## config.mk

```make
export PLATFORM = sky130hd
export DESIGN_NAME = systolic_ctrl_flat
export DESIGN_NICKNAME = d
export VERILOG_FILES = /design/src/rtl/systolic_ctrl_pkg.sv /design/src/rtl/systolic_ctrl_if.sv /design/src/rtl/ctrl_beat_counter.sv /design/src/rtl/systolic_ctrl.sv /design/src/flat_wrapper.sv
export SDC_FILE = /design/constraint.sdc
export NUM_CORES = 1
export LEC_CHECK = 0
export CAP_MARGIN = 15
export CORE_MARGIN = 2
export CORE_UTILIZATION = 30
export DETAILED_ROUTE_END_ITERATION = 7
export PLACE_DENSITY = 0.58
export RECOVER_POWER = 100
export SLEW_MARGIN = 20
export SYNTH_ARGS = -nofsm -noshare
export SYNTH_HDL_FRONTEND = slang
export SYNTH_SLANG_ARGS = --single-unit
```

## constraint.sdc

```tcl
create_clock -name clk -period 3.4 [get_ports clk]
set_input_delay 0.68 -clock clk [delete_from_list [all_inputs] [get_ports clk]]
set_output_delay 0.68 -clock clk [all_outputs]
set_load 0.005 [all_outputs]
```

## src/rtl/systolic_ctrl_pkg.sv

```systemverilog
// Shared types and sizing helpers for the systolic-array tile sequencer.
package systolic_ctrl_pkg;

    typedef enum logic [2:0] {
        StIdle,
        StLoadW,
        StShiftW,
        StLoadA,
        StStream,
        StDrain,
        StDone
    } state_e;

    // Pipeline depth from first activation out to first valid result row.
    function automatic int unsigned lat_default(input int unsigned array_width);
        return 2 * array_width - 1;
    endfunction

    function automatic int unsigned cnt_width(input int unsigned max_rows,
                                              input int unsigned lat);
        return $clog2(max_rows + lat + 1);
    endfunction

endpackage

```

## src/rtl/systolic_ctrl_if.sv

```systemverilog
// Host-side beat handshake: source beats in, result rows out.
interface systolic_ctrl_if;

    logic src_valid;
    logic src_ready;
    logic res_valid;
    logic res_ready;

    modport master (
        output src_valid,
        output res_ready,
        input  src_ready,
        input  res_valid
    );

    modport slave (
        input  src_valid,
        input  res_ready,
        output src_ready,
        output res_valid
    );

endinterface

```

## src/rtl/ctrl_beat_counter.sv

```systemverilog
// Shared beat counter: clear has priority over increment; last flags cnt == limit-1.
module ctrl_beat_counter #(
    parameter int unsigned CW = 7
) (
    input  logic          clk,
    input  logic          rst,
    input  logic          clr,
    input  logic          inc,
    input  logic [CW-1:0] limit,
    output logic [CW-1:0] cnt,
    output logic          last
);

    logic [CW-1:0] cnt_q;
    logic [CW-1:0] cnt_d;

    always_comb begin
        cnt_d = cnt_q;
        if (clr) begin
            cnt_d = '0;
        end else if (inc) begin
            cnt_d = cnt_q + CW'(1);
        end
    end

    always_ff @(posedge clk or negedge rst) begin
        if (!rst) begin
            cnt_q <= '0;
        end else begin
            cnt_q <= cnt_d;
        end
    end

    assign cnt  = cnt_q;
    assign last = (cnt_q == limit - CW'(1));

endmodule

```

## src/rtl/systolic_ctrl.sv

```systemverilog
// Tile sequencer: weight load, weight shift, activation load, stream, drain, done.
module systolic_ctrl
    import systolic_ctrl_pkg::*;
#(
    parameter int unsigned ARRAYWIDTH = 4,
    parameter int unsigned MAX_ROWS   = 64,
    parameter int unsigned LAT        = lat_default(ARRAYWIDTH),
    parameter int unsigned CW         = cnt_width(MAX_ROWS, LAT)
) (
    input  logic            clk,
    input  logic            rst,
    input  logic            start,
    input  logic [CW-1:0]   num_rows,
    input  logic            abort,
    systolic_ctrl_if.slave  host,
    output logic            busy,
    output logic            done,
    output logic            weight_buffer_load_en,
    output logic            weight_buffer_out_en,
    output logic            write_weight_en,
    output logic            input_buffer_load_en,
    output logic            input_buffer_out_en,
    output logic            output_buffer_load_en,
    output logic            output_buffer_out_en
);

    localparam logic [CW-1:0] AwC      = CW'(ARRAYWIDTH);
    localparam logic [CW-1:0] LatC     = CW'(LAT);
    localparam logic [CW-1:0] MaxRowsC = CW'(MAX_ROWS);

    state_e        state_q, state_d;
    logic [CW-1:0] rows_q;
    logic [CW-1:0] cnt;
    logic [CW-1:0] limit;
    logic          inc;
    logic          clr;
    logic          last;
    logic          start_ok;

    assign start_ok = start && (num_rows != '0) && (num_rows <= MaxRowsC);

    ctrl_beat_counter #(
        .CW(CW)
    ) u_cnt (
        .clk  (clk),
        .rst  (rst),
        .clr  (clr),
        .inc  (inc),
        .limit(limit),
        .cnt  (cnt),
        .last (last)
    );

    always_comb begin
        state_d = state_q;
        limit   = '0;
        inc     = 1'b0;
        unique case (state_q)
            StIdle: begin
                if (start_ok) state_d = StLoadW;
            end
            StLoadW: begin
                limit = AwC;
                inc   = host.src_valid;
                if (inc && last) state_d = StShiftW;
            end
            StShiftW: begin
                limit = AwC;
                inc   = 1'b1;
                if (last) state_d = StLoadA;
            end
            StLoadA: begin
                limit = rows_q;
                inc   = host.src_valid;
                if (inc && last) state_d = StStream;
            end
            StStream: begin
                limit = rows_q + LatC;
                inc   = 1'b1;
                if (last) state_d = StDrain;
            end
            StDrain: begin
                limit = rows_q;
                inc   = host.res_ready;
                if (inc && last) state_d = StDone;
            end
            StDone: begin
                state_d = StIdle;
            end
            default: begin
                state_d = StIdle;
            end
        endcase
        // Abort overrides any transition chosen above.
        if (abort && (state_q != StIdle)) state_d = StIdle;
    end

    // Every state change restarts the shared counter.
    assign clr = (state_d != state_q);

    always_ff @(posedge clk or negedge rst) begin
        if (!rst) begin
            state_q <= StIdle;
            rows_q  <= '0;
        end else begin
            state_q <= state_d;
            if ((state_q == StIdle) && start_ok) rows_q <= num_rows;
        end
    end

    always_comb begin
        host.src_ready        = 1'b0;
        host.res_valid        = 1'b0;
        busy                  = (state_q != StIdle);
        done                  = 1'b0;
        weight_buffer_load_en = 1'b0;
        weight_buffer_out_en  = 1'b0;
        write_weight_en       = 1'b0;
        input_buffer_load_en  = 1'b0;
        input_buffer_out_en   = 1'b0;
        output_buffer_load_en = 1'b0;
        output_buffer_out_en  = 1'b0;
        unique case (state_q)
            StLoadW: begin
                host.src_ready        = 1'b1;
                weight_buffer_load_en = host.src_valid;
            end
            StShiftW: begin
                weight_buffer_out_en = 1'b1;
                write_weight_en      = 1'b1;
            end
            StLoadA: begin
                host.src_ready       = 1'b1;
                input_buffer_load_en = host.src_valid;
            end
            StStream: begin
                input_buffer_out_en   = (cnt < rows_q);
                output_buffer_load_en = (cnt >= LatC);
            end
            StDrain: begin
                host.res_valid       = 1'b1;
                output_buffer_out_en = host.res_ready;
            end
            StDone: begin
                done = 1'b1;
            end
            default: begin
            end
        endcase
    end

endmodule

```

## src/flat_wrapper.sv

```systemverilog
// flat-port wrapper written by rule: the top's interface ports become plain ports
module systolic_ctrl_flat import systolic_ctrl_pkg::*;
#(
    parameter int unsigned ARRAYWIDTH = 4,
    parameter int unsigned MAX_ROWS   = 64,
    parameter int unsigned LAT        = lat_default(ARRAYWIDTH),
    parameter int unsigned CW         = cnt_width(MAX_ROWS, LAT)
)
  (clk, rst, start, num_rows, abort, busy, done, weight_buffer_load_en, weight_buffer_out_en, write_weight_en, input_buffer_load_en, input_buffer_out_en, output_buffer_load_en, output_buffer_out_en, host_src_valid, host_res_ready, host_src_ready, host_res_valid);
  systolic_ctrl_if host_i ();
  input  logic clk;
  input  logic rst;
  input  logic start;
  input  logic [CW-1:0] num_rows;
  input  logic abort;
  output logic busy;
  output logic done;
  output logic weight_buffer_load_en;
  output logic weight_buffer_out_en;
  output logic write_weight_en;
  output logic input_buffer_load_en;
  output logic input_buffer_out_en;
  output logic output_buffer_load_en;
  output logic output_buffer_out_en;
  input wire logic [$bits(host_i.src_valid)-1:0] host_src_valid;
  input wire logic [$bits(host_i.res_ready)-1:0] host_res_ready;
  output wire logic [$bits(host_i.src_ready)-1:0] host_src_ready;
  output wire logic [$bits(host_i.res_valid)-1:0] host_res_valid;
  assign host_i.src_valid = host_src_valid;
  assign host_i.res_ready = host_res_ready;
  assign host_src_ready = host_i.src_ready;
  assign host_res_valid = host_i.res_valid;
  systolic_ctrl #(.ARRAYWIDTH(ARRAYWIDTH), .MAX_ROWS(MAX_ROWS), .LAT(LAT), .CW(CW)) u_core (.clk(clk), .rst(rst), .start(start), .num_rows(num_rows), .abort(abort), .host(host_i), .busy(busy), .done(done), .weight_buffer_load_en(weight_buffer_load_en), .weight_buffer_out_en(weight_buffer_out_en), .write_weight_en(write_weight_en), .input_buffer_load_en(input_buffer_load_en), .input_buffer_out_en(input_buffer_out_en), .output_buffer_load_en(output_buffer_load_en), .output_buffer_out_en(output_buffer_out_en));
endmodule
```

; Yosys cells after proc, flatten, opt, wreduce, memory -nomap -nowiden
; Cells that the tools add are included.
[word_totals]
reg_bits = 17
in_bits = 13
out_inout_bits = 11
wordCells = 52
[classes]
n_addsub = 3
magnitude_cmp = 3
eq_ne = 8
mux = 21
reduce_logical = 14
[op_table]
columns = op, n
row1 = $mux 3, 7
row2 = $pmux 7 s3, 1
row3 = $pmux 3 s6, 1
row4 = $mux 7, 2
row5 = $eq 3x3->1 const B, 3
row6 = $mux 1, 9
row7 = $reduce_or 2->1, 4
row8 = $add 7x1->7 const B, 1
row9 = $add 7x3->7 const B, 1
row10 = $eq 7x7->1, 1
row11 = $ge 7x3->1 const B, 1
row12 = $le 7x7->1 const B, 1
row13 = $lt 7x7->1, 1
row14 = $reduce_bool 7->1, 1
row15 = $sub 7x1->7 const B, 1
row16 = $eq 3x2->1 const B, 2
row17 = $logic_and 1x1->1, 6
row18 = $eq 3x1->1 const B, 1
row19 = $logic_not 3->1, 1
row20 = $ne 3x3->1, 1
row21 = $pmux 1 s3, 1
row22 = $reduce_bool 3->1, 1
row23 = $reduce_bool 2->1, 1

; Depth between registers and ports, before layout
[depth]
word_depth = 11
depth_mapped = 13
mapped_depth_nobuf = 13

; Cells and area by module
; A second synthesis with hierarchy kept.
[hier_totals]
cells_unflattened = 184
area_unflattened_um2 = 1524.0
[modules_own_cells]
columns = module, n_inst, cells_per_inst, area_each_um2, seq_area_each_um2
row1 = systolic_ctrl, 1, 129, 1013.5, 250.2
row2 = ctrl_beat_counter, 1, 55, 510.5, 175.2

; Worst setup path after synthesis
; Ideal clock, no wire load.
[synth_path]
path_type = register to register
from = reg u_core.rows_q[0]
to = reg u_core.u_cnt.cnt_q[0], in the netlist u_core.u_cnt.cnt[0]
setup_ns = 0.134
arrival_ns = 2.661
required_time_ns = 3.266
path_slack_ns = 0.605
path_stages_with_launch = 12
n_path_buf = 0
synth_period_minus_slack_ns = 2.795
cell_sequence = dfrtp_1 -> inv_1 -> ha_1 -> nor2b_1 -> a211oi_1 -> a21oi_1 -> ha_1 -> or4b_1 -> a21oi_2 -> o2111ai_1 -> a21oi_2 -> nor3_1
[synth_between]
elab_chain_cells = 10
word_cells_on_any_way = 16
cone_classes = add/sub: 2 / eq/ne: 2 / mux: 9 / reduce/logical: 3
[synth_rtl]
columns = element, line
row1 = "start, declared", systolic_ctrl.sv:32  ; logic [CW-1:0] rows_q;
row2 = "start signal, assigned", systolic_ctrl.sv:107  ; if ((state_q == StIdle) && start_ok) rows_q <= num_rows;
row3 = $add 7x3->7, systolic_ctrl.sv:78  ; limit = rows_q + LatC;
row4 = $pmux 7 s3 (*), systolic_ctrl.sv:58  ; unique case (state_q)
row5 = $sub 7x1->7 (*), ctrl_beat_counter.sv:35  ; assign last = (cnt_q == limit - CW'(1));
row6 = $eq 7x7->1 (*), ctrl_beat_counter.sv:35
row7 = "$logic_and 1x1->1, on equally long branches", "systolic_ctrl.sv:85, systolic_ctrl.sv:65, systolic_ctrl.sv:75"
row8 = "$mux 3, on equally long branches", "systolic_ctrl.sv:85, systolic_ctrl.sv:65, systolic_ctrl.sv:75"
row9 = $pmux 3 s6 (*), systolic_ctrl.sv:58
row10 = $mux 3 (*), systolic_ctrl.sv:95  ; if (abort && (state_q != StIdle)) state_d = StIdle;
row11 = $ne 3x3->1 (*), systolic_ctrl.sv:99  ; assign clr = (state_d != state_q);
row12 = $mux 7 / $reduce_bool 2->1 (equally long branches), --
row13 = "end signal, assigned", ctrl_beat_counter.sv:30  ; cnt_q <= cnt_d;
row14 = "end, declared", ctrl_beat_counter.sv:14  ; logic [CW-1:0] cnt_q;
; Every way passes the cells marked *; elsewhere a longest branch is shown, timed or not.
; A chain may end at the register's enable or synchronous reset.

; Worst setup path after layout
[layout_path]
from = reg u_core.state_q[1]
to = reg u_core.u_cnt.cnt_q[3], in the netlist u_core.u_cnt.cnt[3]
[layout_between]
elab_chain_cells = 11
word_cells_on_any_way = 29
cone_classes = add/sub: 1 / eq/ne: 7 / mux: 11 / reduce/logical: 10
[layout_rtl]
columns = element, line
row1 = "start, declared", systolic_ctrl.sv:31  ; state_e state_q, state_d;
row2 = "start signal, assigned", systolic_ctrl.sv:103  ; state_q <= StIdle;
row3 = "start signal, assigned", systolic_ctrl.sv:106  ; state_q <= state_d;
row4 = $eq 3x2->1 (tied with other cells), systolic_ctrl.sv:58
row5 = $reduce_or 2->1 (no line), --
row6 = $pmux 7 s3, systolic_ctrl.sv:58
row7 = $sub 7x1->7, ctrl_beat_counter.sv:35
row8 = $eq 7x7->1, ctrl_beat_counter.sv:35
row9 = "$logic_and 1x1->1, on equally long branches", "systolic_ctrl.sv:85, systolic_ctrl.sv:65, systolic_ctrl.sv:75"
row10 = "$mux 3, on equally long branches", "systolic_ctrl.sv:85, systolic_ctrl.sv:65, systolic_ctrl.sv:75"
row11 = $pmux 3 s6, systolic_ctrl.sv:58
row12 = $mux 3, systolic_ctrl.sv:95
row13 = $ne 3x3->1, systolic_ctrl.sv:99
row14 = $mux 7 / $reduce_bool 2->1 (equally long branches), --
; Parallel ways exist; a longest one is shown, timed or not.

==> metrics <==
number of global-route vias before repair 1438; Pre-antenna DRT Iters 4; reg2reg start u_core.state_q[1]; Post-CTS Setup Repair Bufs 0; vias per cell 5.31; fin crit share 0.924; max-cap violations 0; DRT iter0 DRCs 66; antenna diode count 0; synth cell count leaders dfrtp_1 (17), xnor2_1 (13), nor3_1 (12); Crit Reg-Reg Endpoint u_core.u_cnt.cnt[3]; Initial Util 0.309; post-synthesis sequential area ratio 0.253; Setup crit end kind flop; total CTS buffers 3; non-filler cells in the finished layout 295; CORE AREA 5440 um^2; top-area cell type share of the netlist area 0.253; gpl congestion 0.857; RSZ-0062 raised after global routing no; number of remaining DRC errors 0; Area growth syn-to-layout 23.2%; mux share of post-synthesis cell area 0.0529; Worst Hold Class reg2reg; # IOs 24; final setup margin 0.258 ns; FILL cells 556; Final TNS setup 0 ns; EDFF count, synth 0; Final Hold Slack 0.651 ns; syn_area_per_cell 8.70 um^2; Hold Crit Endpoint u_core.rows_q[5]; Post-synth ARST share 1.00; Worst Hold Depth 1; PortBufs 23; worst path required time 3.51 ns; Nets 246; synthesized instance count 193; Max VDD drop 0.371 mV; Congestion Overflow GR 0; Worst-Skew Late Latency 0.24 ns; adder-cell share of the synthesized area 0.0671; Crit Path Category reg2reg; static leakage 0.875 nW; Synth Area in Simple Gates 0.246; Slew headroom 0.485; DP Cell Count 291; pin count of the biggest net entering global routing 18; Max Fanout on Critical Path 12; die footprint 6210 um^2; status completed; reg2reg setup slack 0.26 ns; CTS tree yes; antenna-violating nets left 0; Clk Tree Root Cell clkbuf_8; Mapped Nets 215; Synth cell types 57; vias 1566; H-tree lvl count 1; main combinational cell family by area after synthesis simple AND/OR/NAND/NOR gates; PD cells 330 nW/um^2; Clock Skew 0.00535 ns; Syn Std Cell Area 1680 um^2; die width 78.8 um; CTS clk-pin slew, worst paths 0.06 ns; Main synth FF type dfrtp_1; Post-Synth XOR/XNOR Area 0.0939; Area contributors post-synth dfrtp_1 (25%), xnor2_1 (6.8%), ha_1 (6.7%); initial antenna violation count 0; count leader, synth dfrtp_1; Power, Total 684 uW; first-pass GRT wire length 7100 um; final instance area 2070 um^2; FMAX 318 MHz; Syn. warnings 0; Yosys reg bits 17; GRT Util Overall 0.143; CP arrival 3.25 ns; fin. max-slew vios 0; min Tclk post-route 3.14 ns; complex-gate fraction of the synthesized area 0.228; count of final hold-check violations 0; final core occ 0.380; # rows 27; Num Clock Sinks 17; Max clock buf depth 2; Worst-Margin Slew 0.770 ns; top cell type by total area after synthesis dfrtp_1; Worst Setup Start Kind flop; HP Start u_core.rows_q[5]; Die Height 78.8 um; share of post-route cells with drive strength above 1 0.139; overall routed net length 4310 um; DP Worst Slack 0.198 ns; Reg2Reg Depth 11; final setup violation count 0; dpl hpwl 3500 um; area post-placement 2030 um^2; DR WL/cell 14.6 um
[cells by family after synthesis]
family,count (synthesis)
and+or+nand+nor,71
AOI/OAI and AO/OA,49
buffers and inverters,21
xor gates and xnor gates,18
DFF,17
adders and majority gates,9
muxes,8
[timing repair]
| action | in CTS | in global routing |
|---|---|---|
| resized for setup | 0 | 2 |
| hold buffers | 0 | 0 |
| endpoints found under the setup margin | 0 | 9 |
[cells in the final DEF (no fill, tap or decap), drive strengths merged, types with 2 or more instances in the layout]
cell type	netlist	layout
nand2b	5	5
a221o	2	2
nand4	4	4
and3	5	5
clkbuf	2	7
buf	6	8
o2111ai	2	2
nand3b	2	2
xor2	5	5
inv	13	13
a21oi	8	8
o21ai	11	11
dlygate4sd3	0	9
a22oi	3	3
ha	9	9
o211ai	4	4
xnor2	13	13
and2	2	2
clkdlybuf4s50	0	13
nor2b	4	4
dfrtp	17	17
nand3	8	8
a31oi	3	3
a211oi	5	5
nor3	14	14
nand2	7	7
nor2	10	10
mux2	7	7
[state kept, by name, summed over array words and instances, names as in the netlist]
name	cells
u_core.state_q	3
u_core.u_cnt.cnt	7
u_core.rows_q	7
[final cells by class]
| cell class | count | area [um^2] | share of cell area |
|---|---|---|---|
| repair buffers | 34 | 302 | 0.146 |
| flip-flops and latches | 17 | 427 | 0.206 |
| inverters | 13 | 51.3 | 0.0248 |
| multi-input cells | 155 | 1150 | 0.558 |
| clock buffers | 4 | 45.0 | 0.0218 |
| well taps | 72 | 90.1 | 0.0435 |
[critical path, stage by stage (launching register included)]
cell and delay (ns):
dfrtp_2 0.49, and2b_4 0.25, o211ai_1 0.17, a21boi_0 0.35, ha_1 0.31, xnor2_1 0.18, and3_1 0.18, o21ai_0 0.09
a211oi_2 0.33, o21ai_2 0.17, o31ai_4 0.40, nor3_1 0.09
[routing by layer]
layer | track usage | routed length, um | vias to the layer above
li1 | - | - | 781
met1 | 0.211 | 2130 | 748
met2 | 0.226 | 1980 | 33
met3 | 0.00909 | 149 | 4
met4 | 0.0414 | 52 | 0
met5 | 0 | 0 | -
[power by group]
group | switching (mW) | internal, mW
Sequential | 0.0509 | 0.230
Combinational | 0.132 | 0.127
Clock | 0.0615 | 0.0828
Total | 0.244 | 0.439
[how the worst max path moves through the flow]
stage	start	slack, ns	endpoint	cells after the start
2_1_floorplan	u_core.rows_q[0]	0.61	u_core.u_cnt.cnt[0]	11
3_3_place_gp	u_core.state_q[1]	0.30	u_core.u_cnt.cnt[4]	11
3_5_place_dp	u_core.state_q[1]	0.20	u_core.u_cnt.cnt[3]	11
4_1_cts	u_core.rows_q[1]	0.1	input_buffer_out_en	11
5_1_grt	u_core.state_q[0]	0.02	u_core.u_cnt.cnt[3]	13
6_report	u_core.state_q[1]	0.26	u_core.u_cnt.cnt[3]	11
Power figures use the tool's default switching activity.
